## src/rtl/sram_col_access_ctrl_if.sv

```systemverilog
// Request/response handshake bundle for the SRAM column access sequencer.
// master: requester side (drives req_*); slave: sequencer side (drives ready/rsp_*).
interface sram_col_access_ctrl_if #(
    parameter int WORD = 32,
    parameter int AW   = 9
);
    logic            req_valid;
    logic            req_ready;
    logic            req_we;
    logic [AW-1:0]   req_addr;
    logic [WORD-1:0] req_wdata;
    logic            rsp_valid;
    logic [WORD-1:0] rsp_rdata;

    modport master (
        output req_valid, req_we, req_addr, req_wdata,
        input  req_ready, rsp_valid, rsp_rdata
    );

    modport slave (
        input  req_valid, req_we, req_addr, req_wdata,
        output req_ready, rsp_valid, rsp_rdata
    );
endinterface

```

## src/rtl/sram_col_access_ctrl.sv

```systemverilog
// Access sequencer for a ROWSxCOLS SRAM macro with COLS/WORD:1 column muxing.
// Ports: clk, rst (sync, active-high); bus (req/rsp handshake, slave modport);
//   precharge_en, wl_en (one-hot), col_sel (one-hot mux S), write_en, sense_en,
//   bl_wdata (to write drivers), bl_rdata (from sense amps).
// Optional: SRAM_CTRL_BREAK_BEFORE_MAKE_EN adds SETUP/HOLD states so the mux
//   direction never changes while a column select is on.
module sram_col_access_ctrl #(
    parameter int ROWS    = 128,
    parameter int COLS    = 128,
    parameter int WORD    = 32,
    parameter int PRE_CYC = 2,
    parameter int WL_CYC  = 3,
    localparam int MUX    = COLS / WORD,
    localparam int RW     = $clog2(ROWS),
    localparam int CW     = $clog2(MUX)
) (
    input  logic              clk,
    input  logic              rst,
    sram_col_access_ctrl_if.slave bus,
    output logic              precharge_en,
    output logic [ROWS-1:0]   wl_en,
    output logic [MUX-1:0]    col_sel,
    output logic              write_en,
    output logic              sense_en,
    output logic [WORD-1:0]   bl_wdata,
    input  logic [WORD-1:0]   bl_rdata
);
    localparam int CMAX  = (PRE_CYC > WL_CYC) ? PRE_CYC : WL_CYC;
    localparam int CNT_W = (CMAX < 2) ? 1 : $clog2(CMAX);

    typedef enum logic [2:0] {
        IDLE, PRECH, SETUP, ACCESS, HOLD, DONE
    } state_t;

    state_t          r_state, w_state_nxt;
    logic [CNT_W-1:0] r_cnt, w_cnt_nxt;

    logic            r_we, w_we_nxt;
    logic [RW-1:0]   r_row, w_row_nxt;
    logic [CW-1:0]   r_col, w_col_nxt;
    logic [WORD-1:0] r_wdata, w_wdata_nxt;

    logic            r_ready, w_ready_nxt;
    logic            r_rsp, w_rsp_nxt;
    logic [WORD-1:0] r_rdata;
    logic            r_pre, w_pre_nxt;
    logic [ROWS-1:0] r_wl, w_wl_nxt;
    logic [MUX-1:0]  r_csel, w_csel_nxt;
    logic            r_wen, w_wen_nxt;
    logic            r_sense, w_sense_nxt;
    logic            w_accept;
    logic            w_acc;

    always_ff @(posedge clk) begin
        if (rst) begin
            r_state <= IDLE;
            r_cnt   <= '0;
        end else begin
            r_state <= w_state_nxt;
            r_cnt   <= w_cnt_nxt;
        end
    end

    always_comb begin
        w_state_nxt = r_state;
        w_cnt_nxt   = r_cnt;
        w_accept    = 1'b0;
        unique case (r_state)
            IDLE: begin
                if (bus.req_valid) begin
                    w_accept    = 1'b1;
                    w_state_nxt = PRECH;
                    w_cnt_nxt   = '0;
                end
            end
            PRECH: begin
                if (r_cnt == CNT_W'(PRE_CYC - 1)) begin
`ifdef SRAM_CTRL_BREAK_BEFORE_MAKE_EN
                    w_state_nxt = SETUP;
`else
                    w_state_nxt = ACCESS;
`endif
                    w_cnt_nxt   = '0;
                end else begin
                    w_cnt_nxt = r_cnt + CNT_W'(1);
                end
            end
            SETUP: begin
                w_state_nxt = ACCESS;
                w_cnt_nxt   = '0;
            end
            ACCESS: begin
                if (r_cnt == CNT_W'(WL_CYC - 1)) begin
`ifdef SRAM_CTRL_BREAK_BEFORE_MAKE_EN
                    w_state_nxt = HOLD;
`else
                    w_state_nxt = DONE;
`endif
                    w_cnt_nxt   = '0;
                end else begin
                    w_cnt_nxt = r_cnt + CNT_W'(1);
                end
            end
            HOLD:    w_state_nxt = DONE;
            DONE:    w_state_nxt = IDLE;
            default: w_state_nxt = IDLE;
        endcase
    end

    // Outputs are registered, so decode them from the next state and the
    // next latched request; they then line up with the state they describe.
    always_comb begin
        w_we_nxt    = w_accept ? bus.req_we : r_we;
        w_row_nxt   = w_accept ? bus.req_addr[RW+CW-1:CW] : r_row;
        w_col_nxt   = w_accept ? bus.req_addr[CW-1:0] : r_col;
        w_wdata_nxt = w_accept ? bus.req_wdata : r_wdata;
        w_acc       = (w_state_nxt == ACCESS);
        w_pre_nxt   = (w_state_nxt == PRECH);
        w_wl_nxt    = w_acc ? (ROWS'(1) << w_row_nxt) : '0;
        w_csel_nxt  = w_acc ? (MUX'(1) << w_col_nxt) : '0;
        // SETUP/HOLD only occur with break-before-make; they carry write_en
        // while the selects are off.
        w_wen_nxt   = w_we_nxt && (w_acc ||
                                   (w_state_nxt == SETUP) ||
                                   (w_state_nxt == HOLD));
        w_sense_nxt = w_acc && !w_we_nxt &&
                      (w_cnt_nxt == CNT_W'(WL_CYC - 1));
        w_rsp_nxt   = (w_state_nxt == DONE);
        w_ready_nxt = (w_state_nxt == IDLE);
    end

    always_ff @(posedge clk) begin
        if (rst) begin
            r_we    <= 1'b0;
            r_row   <= '0;
            r_col   <= '0;
            r_wdata <= '0;
            r_ready <= 1'b1;
            r_rsp   <= 1'b0;
            r_rdata <= '0;
            r_pre   <= 1'b0;
            r_wl    <= '0;
            r_csel  <= '0;
            r_wen   <= 1'b0;
            r_sense <= 1'b0;
        end else begin
            r_we    <= w_we_nxt;
            r_row   <= w_row_nxt;
            r_col   <= w_col_nxt;
            r_wdata <= w_wdata_nxt;
            r_ready <= w_ready_nxt;
            r_rsp   <= w_rsp_nxt;
            r_pre   <= w_pre_nxt;
            r_wl    <= w_wl_nxt;
            r_csel  <= w_csel_nxt;
            r_wen   <= w_wen_nxt;
            r_sense <= w_sense_nxt;
            // Capture on the edge that ends the strobed cycle.
            if (r_sense) begin
                r_rdata <= bl_rdata;
            end
        end
    end

    assign bus.req_ready = r_ready;
    assign bus.rsp_valid = r_rsp;
    assign bus.rsp_rdata = r_rdata;
    assign precharge_en  = r_pre;
    assign wl_en         = r_wl;
    assign col_sel       = r_csel;
    assign write_en      = r_wen;
    assign sense_en      = r_sense;
    assign bl_wdata      = r_wdata;
endmodule

```

## src/flat_wrapper.sv

```systemverilog
// flat-port wrapper written by rule: the top's interface ports become plain ports
module sram_col_access_ctrl_flat 
#(
    parameter int ROWS    = 128,
    parameter int COLS    = 128,
    parameter int WORD    = 32,
    parameter int PRE_CYC = 2,
    parameter int WL_CYC  = 3,
    localparam int MUX    = COLS / WORD,
    localparam int RW     = $clog2(ROWS),
    localparam int CW     = $clog2(MUX)
)
  (clk, rst, precharge_en, wl_en, col_sel, write_en, sense_en, bl_wdata, bl_rdata, bus_req_valid, bus_req_we, bus_req_addr, bus_req_wdata, bus_req_ready, bus_rsp_valid, bus_rsp_rdata);
  sram_col_access_ctrl_if #(.WORD(WORD), .AW(9)) bus_i ();
  input  logic clk;
  input  logic rst;
  output logic precharge_en;
  output logic [ROWS-1:0] wl_en;
  output logic [MUX-1:0] col_sel;
  output logic write_en;
  output logic sense_en;
  output logic [WORD-1:0] bl_wdata;
  input  logic [WORD-1:0] bl_rdata;
  input wire logic [$bits(bus_i.req_valid)-1:0] bus_req_valid;
  input wire logic [$bits(bus_i.req_we)-1:0] bus_req_we;
  input wire logic [$bits(bus_i.req_addr)-1:0] bus_req_addr;
  input wire logic [$bits(bus_i.req_wdata)-1:0] bus_req_wdata;
  output wire logic [$bits(bus_i.req_ready)-1:0] bus_req_ready;
  output wire logic [$bits(bus_i.rsp_valid)-1:0] bus_rsp_valid;
  output wire logic [$bits(bus_i.rsp_rdata)-1:0] bus_rsp_rdata;
  assign bus_i.req_valid = bus_req_valid;
  assign bus_i.req_we = bus_req_we;
  assign bus_i.req_addr = bus_req_addr;
  assign bus_i.req_wdata = bus_req_wdata;
  assign bus_req_ready = bus_i.req_ready;
  assign bus_rsp_valid = bus_i.rsp_valid;
  assign bus_rsp_rdata = bus_i.rsp_rdata;
  sram_col_access_ctrl #(.ROWS(ROWS), .COLS(COLS), .WORD(WORD), .PRE_CYC(PRE_CYC), .WL_CYC(WL_CYC)) u_core (.clk(clk), .rst(rst), .bus(bus_i), .precharge_en(precharge_en), .wl_en(wl_en), .col_sel(col_sel), .write_en(write_en), .sense_en(sense_en), .bl_wdata(bl_wdata), .bl_rdata(bl_rdata));
endmodule
```

## config.mk

```make
export PLATFORM = sky130hd
export DESIGN_NAME = sram_col_access_ctrl_flat
export DESIGN_NICKNAME = d
export VERILOG_FILES = /design/src/rtl/sram_col_access_ctrl_if.sv /design/src/rtl/sram_col_access_ctrl.sv /design/src/flat_wrapper.sv
export SDC_FILE = /design/constraint.sdc
export NUM_CORES = 1
export LEC_CHECK = 0
export ABC_AREA = 1
export CORE_MARGIN = 8
export CORE_UTILIZATION = 40
export CTS_CLUSTER_DIAMETER = 30
export CTS_CLUSTER_SIZE = 28
export DETAILED_ROUTE_END_ITERATION = 10
export PLACE_DENSITY = 0.75
export SLEW_MARGIN = 20
export SYNTH_ARGS = -nofsm -noshare
export SYNTH_HDL_FRONTEND = slang
export SYNTH_SLANG_ARGS = --single-unit
```

## constraint.sdc

```tcl
create_clock -name clk -period 2.5 [get_ports clk]
set_clock_uncertainty 0.05 [all_clocks]
set_input_delay 0.625 -clock clk [delete_from_list [all_inputs] [get_ports clk]]
set_output_delay 0.625 -clock clk [all_outputs]
set_load 0.01 [all_outputs]
```

# Word level (Yosys, flattened, before mapping)
# Cells that the tools add are included.
# op_classes
add_sub_neg	1
eq_ne	12
n_shift	2
n_mux	13
bitwise_logic	1
reduce_logical	9
# ops
op	count
1-bit by 7-bit left shift with 128-bit output (first input constant)	1
3-bit case mux with 5 select lines	1
3-bit by 2-bit equality test with 1-bit output (second input constant)	4
3-bit equality test (second input constant)	3
3-bit 2-to-1 mux	3
2-bit 2-to-1 mux	4
2-bit case mux with 4 select lines	1
7-bit 2-to-1 mux	1
3-bit by 1-bit equality test with 1-bit output (second input constant)	2
3-bit logical NOT	2
2-bit equality test (second input constant)	2
1-bit by 2-bit left shift with 4-bit output (first input constant)	1
1-bit logical AND	3
1-bit 2-to-1 mux	3
2-bit by 1-bit adder with 2-bit output (second input constant)	1
2-bit by 1-bit equality test with 1-bit output (second input constant)	1
1-bit logical OR	2
2-bit OR reduction	1
1-bit logical NOT	1
1-bit NOT	1
# totals
register_bits	216
input_bits	77
elab_cells	52

# Depth between registers and ports, before layout
# Gate-level depths: netlist of the first run.
# depth
depth_word	7
mapped_depth	10
depth_no_buf	8

# Least setup slack after synthesis of the first run
# No wires, ideal clock.
# synth_path
path_kind	input-to-reg
startpoint	in bus_req_valid
endpoint	reg u_core.r_csel[3], in the netlist u_core.col_sel[3]
arrival_time_ns	1.540
setup_slack_ns	0.791
cell_stages	8
cell_sequence	nand3_2 -> buf_6 -> buf_6 -> or2_2 -> o21ai_0 -> nor2_1 -> nand2_1 -> nor2_1
# synth_between
elab_chain_len	5
# synth_rtl
item	line	text
start: declaration	flat_wrapper.sv:24	input wire logic [$bits(bus_i.req_valid)-1:0] bus_req_valid;
3-bit 2-to-1 mux	sram_col_access_ctrl.sv:70	if (bus.req_valid) begin
3-bit case mux with 5 select lines	sram_col_access_ctrl.sv:68	unique case (r_state)
3-bit by 2-bit equality test with 1-bit output	sram_col_access_ctrl.sv:117	w_acc = (w_state_nxt == ACCESS);
1-bit NOT (no line)	-	
2-bit OR reduction (no line)	-	
end signal: assignment	sram_col_access_ctrl.sv:155	r_csel <= w_csel_nxt;
end: declaration	sram_col_access_ctrl.sv:48	logic [MUX-1:0] r_csel, w_csel_nxt;
# Parallel ways exist; a longest one is shown, timed or not.
# A chain may end at the register's enable or synchronous reset.

# Worst setup path in the final report of the first run
# layout_path
startpoint	reg u_core.r_wl[70], in the netlist u_core.wl_en[70]
endpoint	out wl_en[70]
# layout_lines
item	line	text
start: declaration	sram_col_access_ctrl.sv:47	logic [ROWS-1:0] r_wl, w_wl_nxt;
start signal: assignment	sram_col_access_ctrl.sv:154	r_wl <= w_wl_nxt;
end: declaration	flat_wrapper.sv:18	output logic [ROWS-1:0] wl_en;
# No word-level cell between the ends.

==> metrics.cfg, run 1 <==
[setup_path]
crit_slowest_cell=clkdlybuf4s50_1
startpoint_type=flop
critPathBufInv=1
cp-end-kind=output pin
critPathMaxStageDelay_ns=0.55
cp_max_fo=1
crit_type=reg2out
worstPathRequired_ns=1.82
critPathTopFamily=buffers and inverters
crit_chain=clkdlybuf4s50_1
critical_path_arrival_ns=1.41

[floorplan]
die_area_mm2=0.0217
initial_utilization_pct=40.4
die_h_um=147
core_area_mm2=0.0171
rows=48
fp.dieW_um=147
ios=278

[grt]
grt_start_max_net_pins=39
grt_first_pass_wirelength_um=34800
grt_antenna_before_repair=0
grt_use_total_pct=20.0
grt_pass1_vias=6398
grt.overflow.total=0

[finish]
layout.filler_cells=1379
antenna_cells=0
final_common_cell=clkdlybuf4s50_1
nets=1130
drive_gt1_share_pct=11.2
area_growth_pct=63.3
final_cell_mix=clkdlybuf4s50_1, dfxtp_1, nor2_1, nand2_1, nand4_1

[drt]
drc=0
viasPerCell=4.83
drt-total-wl_um=22200
drt_iter0_drc=467
wire_per_inst_um=17.0
vias=6308
first_pass_iters=5
antenna_left=0

[place]
place.detailed.hpwl_um=15600
gp_congestion=0.785
portBuffers=277

[logic_synthesis]
netlist_area_mm2=0.00689
synth_xor_area_share_pct=0
synth.avg_cell_area_um2=9.04
ys_seq_area_share_pct=62.8
netlist_instances=762
synth_seq_cells=216
yosysTopAreaCell=dfxtp_1
synth_compound_area_share_pct=6.14
ys_top_cells_by_area=dfxtp_1, nor2_1, nand4_1, nand2_1, o21ai_0
synth_top_family_by_area=simple AND/OR/NAND/NOR gates
synth_fa_ha_area_share_pct=0
syn-num-nets=839
synth.distinct_cells=26
yosys.area_share.simple_pct=25.7
yosys-mux-area-fraction_pct=0.145
ys_warn_count=0
synth_top_area_share_pct=62.8

[pwr]
swShare_pct=21.9
p_per_area_mw_per_mm2=838
p_sw_mw=2.07
p_int_mw=7.36
pwr-share-clk_pct=55.5
power_frac_comb_pct=7.0
p_leak_nw=4.22
peakVddDrop_uv=540
seqPwrFrac_pct=37.5

[clock_network]
holdBufCountCts=0
htree_levels=2
cts_num_sinks=216
cts_resized=0
cts_buffers=38
clk_pin_slew_worst_paths_ns=0.05
cts_root_buf=clkbuf_16
clock_path_buffers=3
postCtsSetupRepairBufs=0
cts_tree=yes
clk_latency_ns=0.49

[sta]
fin_hold_ws_ns=0.409
tightestPinTransition_ns=0.952
min_period_ns=2.09
setup_tns_ns=0
slew_headroom_pct=36.5
setup_viol=0
hold_violations=0
slew_viol_final=0
period_share_pct=83.6
rsz0062_at_grt=false
fmax_ghz=0.479

[min_path]
hold_class=reg2reg

[run_status]
status=finished clean

[flow_run]
maxCapViolations=0

state kept, by name (all words and copies together), names as in the netlist:
| register | cells |
|---|---|
| u_core.bl_wdata | 32 |
| u_core.r_cnt | 2 |
| u_core.col_sel | 4 |
| u_core.write_en | 1 |
| u_core.wl_en | 128 |
| u_core.r_we | 1 |
| u_core.bus.rsp_valid | 1 |
| u_core.bus.rsp_rdata | 32 |
| u_core.r_col | 2 |
| u_core.bus.req_ready | 1 |
| u_core.r_row | 7 |
| u_core.precharge_en | 1 |
| u_core.sense_en | 1 |
| u_core.r_state | 3 |
cells by family after synthesis:
group | Yosys count
DFF | 216
buffers and inverters | 73
and+or+nand+nor | 395
muxes | 1
AOI/OAI and AO/OA | 77
area by class of cell:
type / instances / area (um2) / area share [%]
flip-flops and latches: 216 / 4320 / 38.4
repair buffers: 303 / 3040 / 27.0
multi-input cells: 473 / 2200 / 19.6
clock buffers: 52 / 1130 / 10.0
well taps: 225 / 282 / 2.50
clock inverters: 16 / 203 / 1.80
inverters: 21 / 78.8 / 0.700
final timing paths:
kind | from | end | slack, ns | cells past startpoint
setup / recovery | u_core.wl_en[70] | wl_en[70] | 0.41 | 1
hold / removal | u_core.bl_wdata[29] | u_core.bl_wdata[29] | 0.41 | 2
setup reg to reg | u_core.r_state[0] | u_core.wl_en[36] | 0.54 | 7
hold reg to reg | u_core.bl_wdata[29] | u_core.bl_wdata[29] | 0.41 | 2
synthesized netlist by cell type (all sizes together):
cell type  count
a21oi         33
and3           1
buf           37
clkbuf        15
dfxtp        216
inv           21
mux2i          1
nand2         95
nand3          2
nand3b         1
nand4         68
nor2         223
nor3           1
o21ai         42
o221ai         2
or2            4
routing by layer:
metal	part of all wire, %	global-route usage [%]	wire length, um	vias up
met5	0	0	0	-
met3	12	9.32	2560	34
met1	38	22.1	8530	2930
met2	48	33.2	10700	280
met4	2.0	6.83	448	0
li1	-	-	-	3064
power groups by stage:
stage	clock network, mW	logic [mW]	registers, mW
after global placement	0	0.655	3.60
after global routing	5.52	0.720	3.53
after CTS	5.32	0.666	3.53
after detailed placement	0	0.662	3.60
final	5.23	0.664	3.53
after floorplan	0	0.323	3.62
stage by stage:
stage               worst slack [ns]  std cells  total power [mW]  util [%]  cell area, um2
CTS                            0.387       1306              9.51      66.0           11300
global route                   0.328       1306              9.78      66.0           11300
floorplan                      0.791        762              3.94         -            6890
global placement              0.0377       1238              4.25      58.2            9920
detailed placement            0.0115       1238              4.26      58.2            9920
finish                         0.411       1306              9.43      66.0           11300
Power figures use the tool's default switching activity.
==> inputs of run 2 (changes only) <==
Settings changed: CORE_UTILIZATION 40 to 39, PLACE_DENSITY 0.75 to 0.76.
Clock period 2.5 ns to 1.8 ns, I/O delays scaled along.
==> run 2 against run 1 <==
Combinational power is 58% higher. Critical path depth is 8 higher. Hold slack worse by 0.18 ns. Critical path type is now reg2reg. Critical endpoint is now u_core.wl_en[46]. Highest routed layer is now met5.
==> metrics.cfg, run 2 (synthesis gave the netlist of run 1 again) <==
[run_status]
status=finished clean

[setup_path]
r2r_cells=9  ; +2
cp_max_fo=8  ; +7
cp-end-kind=flop
crit_type=reg2reg
critical_path_arrival_ns=2.09  ; +0.68 ns
worstPathRequired_ns=2.16  ; +0.34 ns
startpoint_type=flop

[drt]
wire_per_inst_um=17.2  ; +1.0%
vias=6533  ; +3.6%
viasPerCell=4.85  ; +0.49%
top_layer_used=met5
drt_iter0_drc=369  ; -21%
drc=0  ; unchanged
first_pass_iters=5  ; unchanged
wl_met3_um=2370  ; -7.5%
met2_length_um=11200  ; +5.1%
antenna_left=0  ; unchanged
drt-total-wl_um=23100  ; +4.1%
routedLengthMet1_um=8590  ; +0.73%

[pwr]
power_mw=14.1  ; +50%
p_per_area_mw_per_mm2=1220  ; +45%
peakVddDrop_uv=864  ; +60%
p_leak_nw=5.44  ; +29%

[place]
gp_congestion=0.828  ; +5.5%
post-place-ws_ns=-0.567  ; -0.579 ns
placed_area_mm2=0.0101  ; +1.8%
portBuffers=277  ; unchanged
place.detailed.hpwl_um=16100  ; +3.3%
numPlacedInstances=1258  ; +1.6%

[sta]
rsz0062_at_grt=true
fin_ws_ns=0.0717  ; -0.339 ns
setup_viol=0  ; unchanged
tightestPinTransition_ns=0.340  ; -0.612 ns
period_share_pct=96.0
slew_viol_final=0  ; unchanged
fmax_ghz=0.579
slew_headroom_pct=77.2  ; +41 points
hold_violations=0  ; unchanged
min_period_ns=1.73

[grt]
grt_start_max_net_pins=43  ; +10%
grt_antenna_before_repair=3  ; +3
grt.overflow.total=0  ; unchanged
grt_use_total_pct=19.8  ; -0.17 points
grt_pass1_vias=6726  ; +5.1%
grt_first_pass_wirelength_um=35200  ; +1.1%

[finish]
nets=1163  ; +2.9%
final_cell_mix=dfxtp_1, nor2_1, dlygate4sd2_1, nand2_1, clkdlybuf4s50_1
area_growth_pct=68.1
regArea_mm2=0.00433  ; about the same
largest_reg_flops=128  ; unchanged
multiInputGateArea_mm2=0.00226  ; +2.8%
final_area_mm2=0.0116  ; +2.9%
drive_gt1_share_pct=15.8  ; +4.6 points
layout.filler_cells=1391  ; +0.87%
final_cells=1346  ; +3.1%
final_common_cell=dfxtp_1
fin_util_pct=67.0  ; +0.98 points

[clock_network]
clk_latency_ns=0.52  ; +0.03 ns
clock_path_buffers=3  ; unchanged
cts_tree=yes
cts_buffers=42  ; +11%
clk_pin_slew_worst_paths_ns=0.06  ; about the same
htree_levels=2  ; unchanged
cts_num_sinks=216  ; unchanged
cts_root_buf=clkbuf_16
holdBufCountCts=0  ; unchanged

[floorplan]
fp.dieW_um=149  ; +1.1%
core_area_mm2=0.0173  ; +1.4%
initial_utilization_pct=39.8  ; -0.56 points
ios=278  ; unchanged
rows=48  ; unchanged
die_area_mm2=0.0222  ; +2.3%
die_h_um=149  ; +1.1%

[min_path]
hold_class=in2reg
min_delay_path_depth=2  ; unchanged

[flow_run]
maxCapViolations=0  ; unchanged

==> run 2: changes by cell type in the layout (fill, tap and decap cells not counted), sizes merged, moves of 2 or more <==
cell	change
clkdlybuf4s50	-202
dlygate4sd2	+201
clkbuf	-3
inv	+6
clkinv	+2
buf	+28
clkinvlp	+4
==> run 2: final timing paths <==
path                       startpoint  slack [ns]                   to
setup / recovery    u_core.r_state[1]        0.07     u_core.wl_en[46]
hold / removal                    rst        0.22      u_core.r_row[5]
setup reg to reg    u_core.r_state[1]        0.07     u_core.wl_en[46]
hold reg to reg   u_core.bl_wdata[27]        0.41  u_core.bl_wdata[27]
==> run 2: cell type report <==
cell class                 instances  area share, %
tap                              225           2.43
clock inverter                    29           3.20
timing repair buffer             331           26.8
antenna                            1         0.0216
sequential                       216           37.3
multi-input combinational        474           19.5
inverter                          21          0.681
clock buffer                      49           10.0
==> run 2: metrics by stage <==
stage,hold slack [ns],setup TNS (ns)
floorplan,0.430,0
global placement,0.401,-68.41
detailed placement,0.405,-72.43
CTS,0.190,0
global route,0.234,-0.0311
finish,0.225,0
==> run 2: critical path, stage by stage, from the launching register on <==
cell and delay, ns:
dfxtp_2 0.33, nor2_4 0.16, nand3_4 0.13, buf_4 0.18
o21ai_4 0.29, nor2_4 0.08, buf_12 0.15, buf_4 0.13
nand4_1 0.08, nor2_1 0.05
==> run 2: metal layers <==
metal	GRT usage (%)	vias up
met2	33.9	300
met3	7.22	65
met4	10.6	4
li1	-	3149
met1	20.9	3015
met5	0	-
==> run 2: what timing repair did <==
item,in CTS,in global routing
pin swaps,2,12
gates resized for setup,205,25
endpoints found under the hold margin,0,0
gates cloned,0,1
setup endpoints to repair,231,119
buffers inserted,3,5
==> run 2: power by group <==
group	switching [mW]	internal [mW]	total [mW]
logic	0.571	0.478	1.05
registers	0.0335	4.87	4.90
clock network	2.72	5.43	8.15
==> inputs of run 3 (changes only) <==
Settings changed: REMOVE_ABC_BUFFERS from default to 1, SETUP_SLACK_MARGIN from default to 0.1.
==> run 3 against run 2 <==
Register-to-register slack about the same. Critical path depth did not move. Hold slack worse by 0.013 ns. Flip-flop and latch count did not move. Cell count is 1.0% lower. Sequential share of layout area increased by 0.054 points. Wire length about the same. Total power decreased by 0.90%. Largest cell class unchanged. Largest power group unchanged. Highest routed layer is now met4.
==> metrics.cfg, run 3 (synthesis gave the netlist of run 1 again) <==
[run_status]
status=finished clean

[sta]
min_period_ns=1.71  ; -0.0150 ns
setup_viol=0  ; unchanged
period_share_pct=95.2  ; -0.83 points
slew_viol_final=0  ; unchanged
tightestPinTransition_ns=0.368  ; +0.0278 ns
hold_violations=0  ; unchanged
slew_headroom_pct=75.5  ; -1.8 points
fmax_ghz=0.584  ; +0.87%
rsz0062_at_grt=true

[pwr]
swShare_pct=22.6  ; -0.99 points
pwr-share-clk_pct=57.2  ; -0.6 points
p_per_area_mw_per_mm2=1210  ; -0.81%
p_sw_mw=3.16  ; -5.1%
seqPwrFrac_pct=35.1  ; +0.3 points
peakVddDrop_uv=974  ; +13%
power_frac_comb_pct=7.7  ; +0.3 points
p_int_mw=10.8  ; +0.38%
p_leak_nw=5.43  ; -0.16%

[clock_network]
cts_buffers=40  ; -4.8%
htree_levels=2  ; unchanged
clk_latency_ns=0.50  ; -0.02 ns
cts_root_buf=clkbuf_16
cts_num_sinks=216  ; unchanged
holdBufCountCts=0  ; unchanged
cts_tree=yes
clock_path_buffers=3  ; unchanged
clk_pin_slew_worst_paths_ns=0.05  ; about the same

[grt]
grt_antenna_before_repair=1  ; -2
grt_use_total_pct=18.9  ; -0.90 points
grt_first_pass_wirelength_um=33800  ; -3.8%
grt_pass1_vias=6317  ; -6.1%
grt.overflow.total=0  ; unchanged
grt_start_max_net_pins=45  ; +4.7%

[setup_path]
worstPathRequired_ns=2.15  ; about the same
critPathBufInv=2  ; -1
startpoint_type=flop
crit_path_frequent_cell=nor2_1
crit_type=reg2reg
critPathTopFamily=simple AND/OR/NAND/NOR gates
critPathMaxStageDelay_ns=0.33  ; about the same
crit_slowest_cell=dfxtp_2
critical_path_arrival_ns=2.06  ; -0.03 ns
cp-end-kind=flop
cp_max_fo=11  ; +3
crit_chain=nor2_4 -> nand3_4 -> or2_2 -> o21ai_2 -> nor2_1 -> nand2_2 -> buf_12 -> clkbuf_16 -> nor2_1

[drt]
drc=0  ; unchanged
wire_per_inst_um=17.4  ; +1.1%
viasPerCell=4.87  ; +0.28%
antenna_left=0  ; unchanged
drt-total-wl_um=23100  ; about the same
drt_iter0_drc=423  ; +15%
vias=6483  ; -0.77%
first_pass_iters=5  ; unchanged

[place]
portBuffers=277  ; unchanged
numPlacedInstances=1248  ; -0.79%
gp_congestion=0.866  ; +4.6%
placed_area_mm2=0.0101  ; -0.37%
place.detailed.hpwl_um=15200  ; -5.8%

[finish]
final_area_mm2=0.0116  ; about the same
area_growth_pct=68.0  ; about the same
nets=1152  ; -0.95%
drive_gt1_share_pct=14.7  ; -1.1 points
final_cell_mix=dfxtp_1, nor2_1, dlygate4sd2_1, nand2_1, clkdlybuf4s50_1
fin_util_pct=66.9  ; about the same
largest_reg_flops=128  ; unchanged
layout.filler_cells=1388  ; -0.22%
final_common_cell=dfxtp_1
final_cells=1332  ; -1.0%

[floorplan]
rows=48  ; unchanged
core_area_mm2=0.0173  ; unchanged
die_area_mm2=0.0222  ; unchanged
initial_utilization_pct=39.8  ; unchanged
fp.dieW_um=149  ; unchanged
ios=278  ; unchanged
die_h_um=149  ; unchanged

[flow_run]
maxCapViolations=0  ; unchanged

[min_path]
hold_class=in2reg

-- run 3: path summary, 6_finish.rpt --
kind | from | end | slack [ns] | cells after the start
max | u_core.r_state[1] | u_core.wl_en[78] | 0.09 | 9
min | rst | u_core.r_we | 0.21 | 2
max reg2reg | u_core.r_state[1] | u_core.wl_en[78] | 0.09 | 9
min reg2reg | u_core.bl_wdata[28] | u_core.bl_wdata[28] | 0.41 | 2
-- run 3: worst register-to-register path, stage by stage (launching register included) --
cell and delay (ns):
dfxtp_2 0.33, nor2_4 0.16, nand3_4 0.11, or2_2 0.30, o21ai_2 0.07, nor2_1 0.08
nand2_2 0.16, buf_12 0.14, clkbuf_16 0.16, nor2_1 0.05
-- run 3: stage by stage --
stage / hold WS [ns] / setup TNS [ns] / setup slack (ns) / power [mW]
floorplan: 0.430 / -170.74 / -1.33 / 5.40
global placement: 0.400 / -54.86 / -0.447 / 5.98
detailed placement: 0.406 / -60.69 / -0.491 / 5.99
CTS: 0.191 / 0 / 0.0499 / 14.0
global route: 0.198 / 0 / 0.00754 / 14.4
finish: 0.212 / 0 / 0.0867 / 14.0
-- run 3: cell type report --
cell class	count	area, um2	share of cell area (%)
inverters	21	78.8	0.681
well taps	225	282	2.43
clock buffers	48	1110	9.62
clock inverters	25	363	3.14
repair buffers	323	3140	27.2
multi-input cells	473	2260	19.5
diodes	1	2.50	0.0216
flip-flops and latches	216	4330	37.4
-- run 3: power groups by stage --
stage	combinational [mW]	clock (mW)	sequential [mW]
floorplan	0.376	0	5.02
global route	1.16	8.34	4.91
finish	1.08	7.99	4.90
detailed placement	0.995	0	5.00
global placement	0.982	0	4.99
CTS	0.975	8.12	4.90
-- run 3: routing by layer --
metal	wire (um)	vias up	track usage (%)	share of wire, %
met5	0	-	0	0
met4	529	0	7.62	2.3
met3	2290	41	6.67	9.9
met2	11600	291	32.7	50
met1	8700	3023	20.8	38
li1	-	3128	-	-
-- run 3: timing repair --
action / in CTS / in global routing
setup endpoints to repair: 305 / 127
pin swaps: 3 / 22
gates cloned: 0 / 6
resized for setup: 208 / 25
setup buffers: 0 / 5
endpoints found under the hold margin: 0 / 0
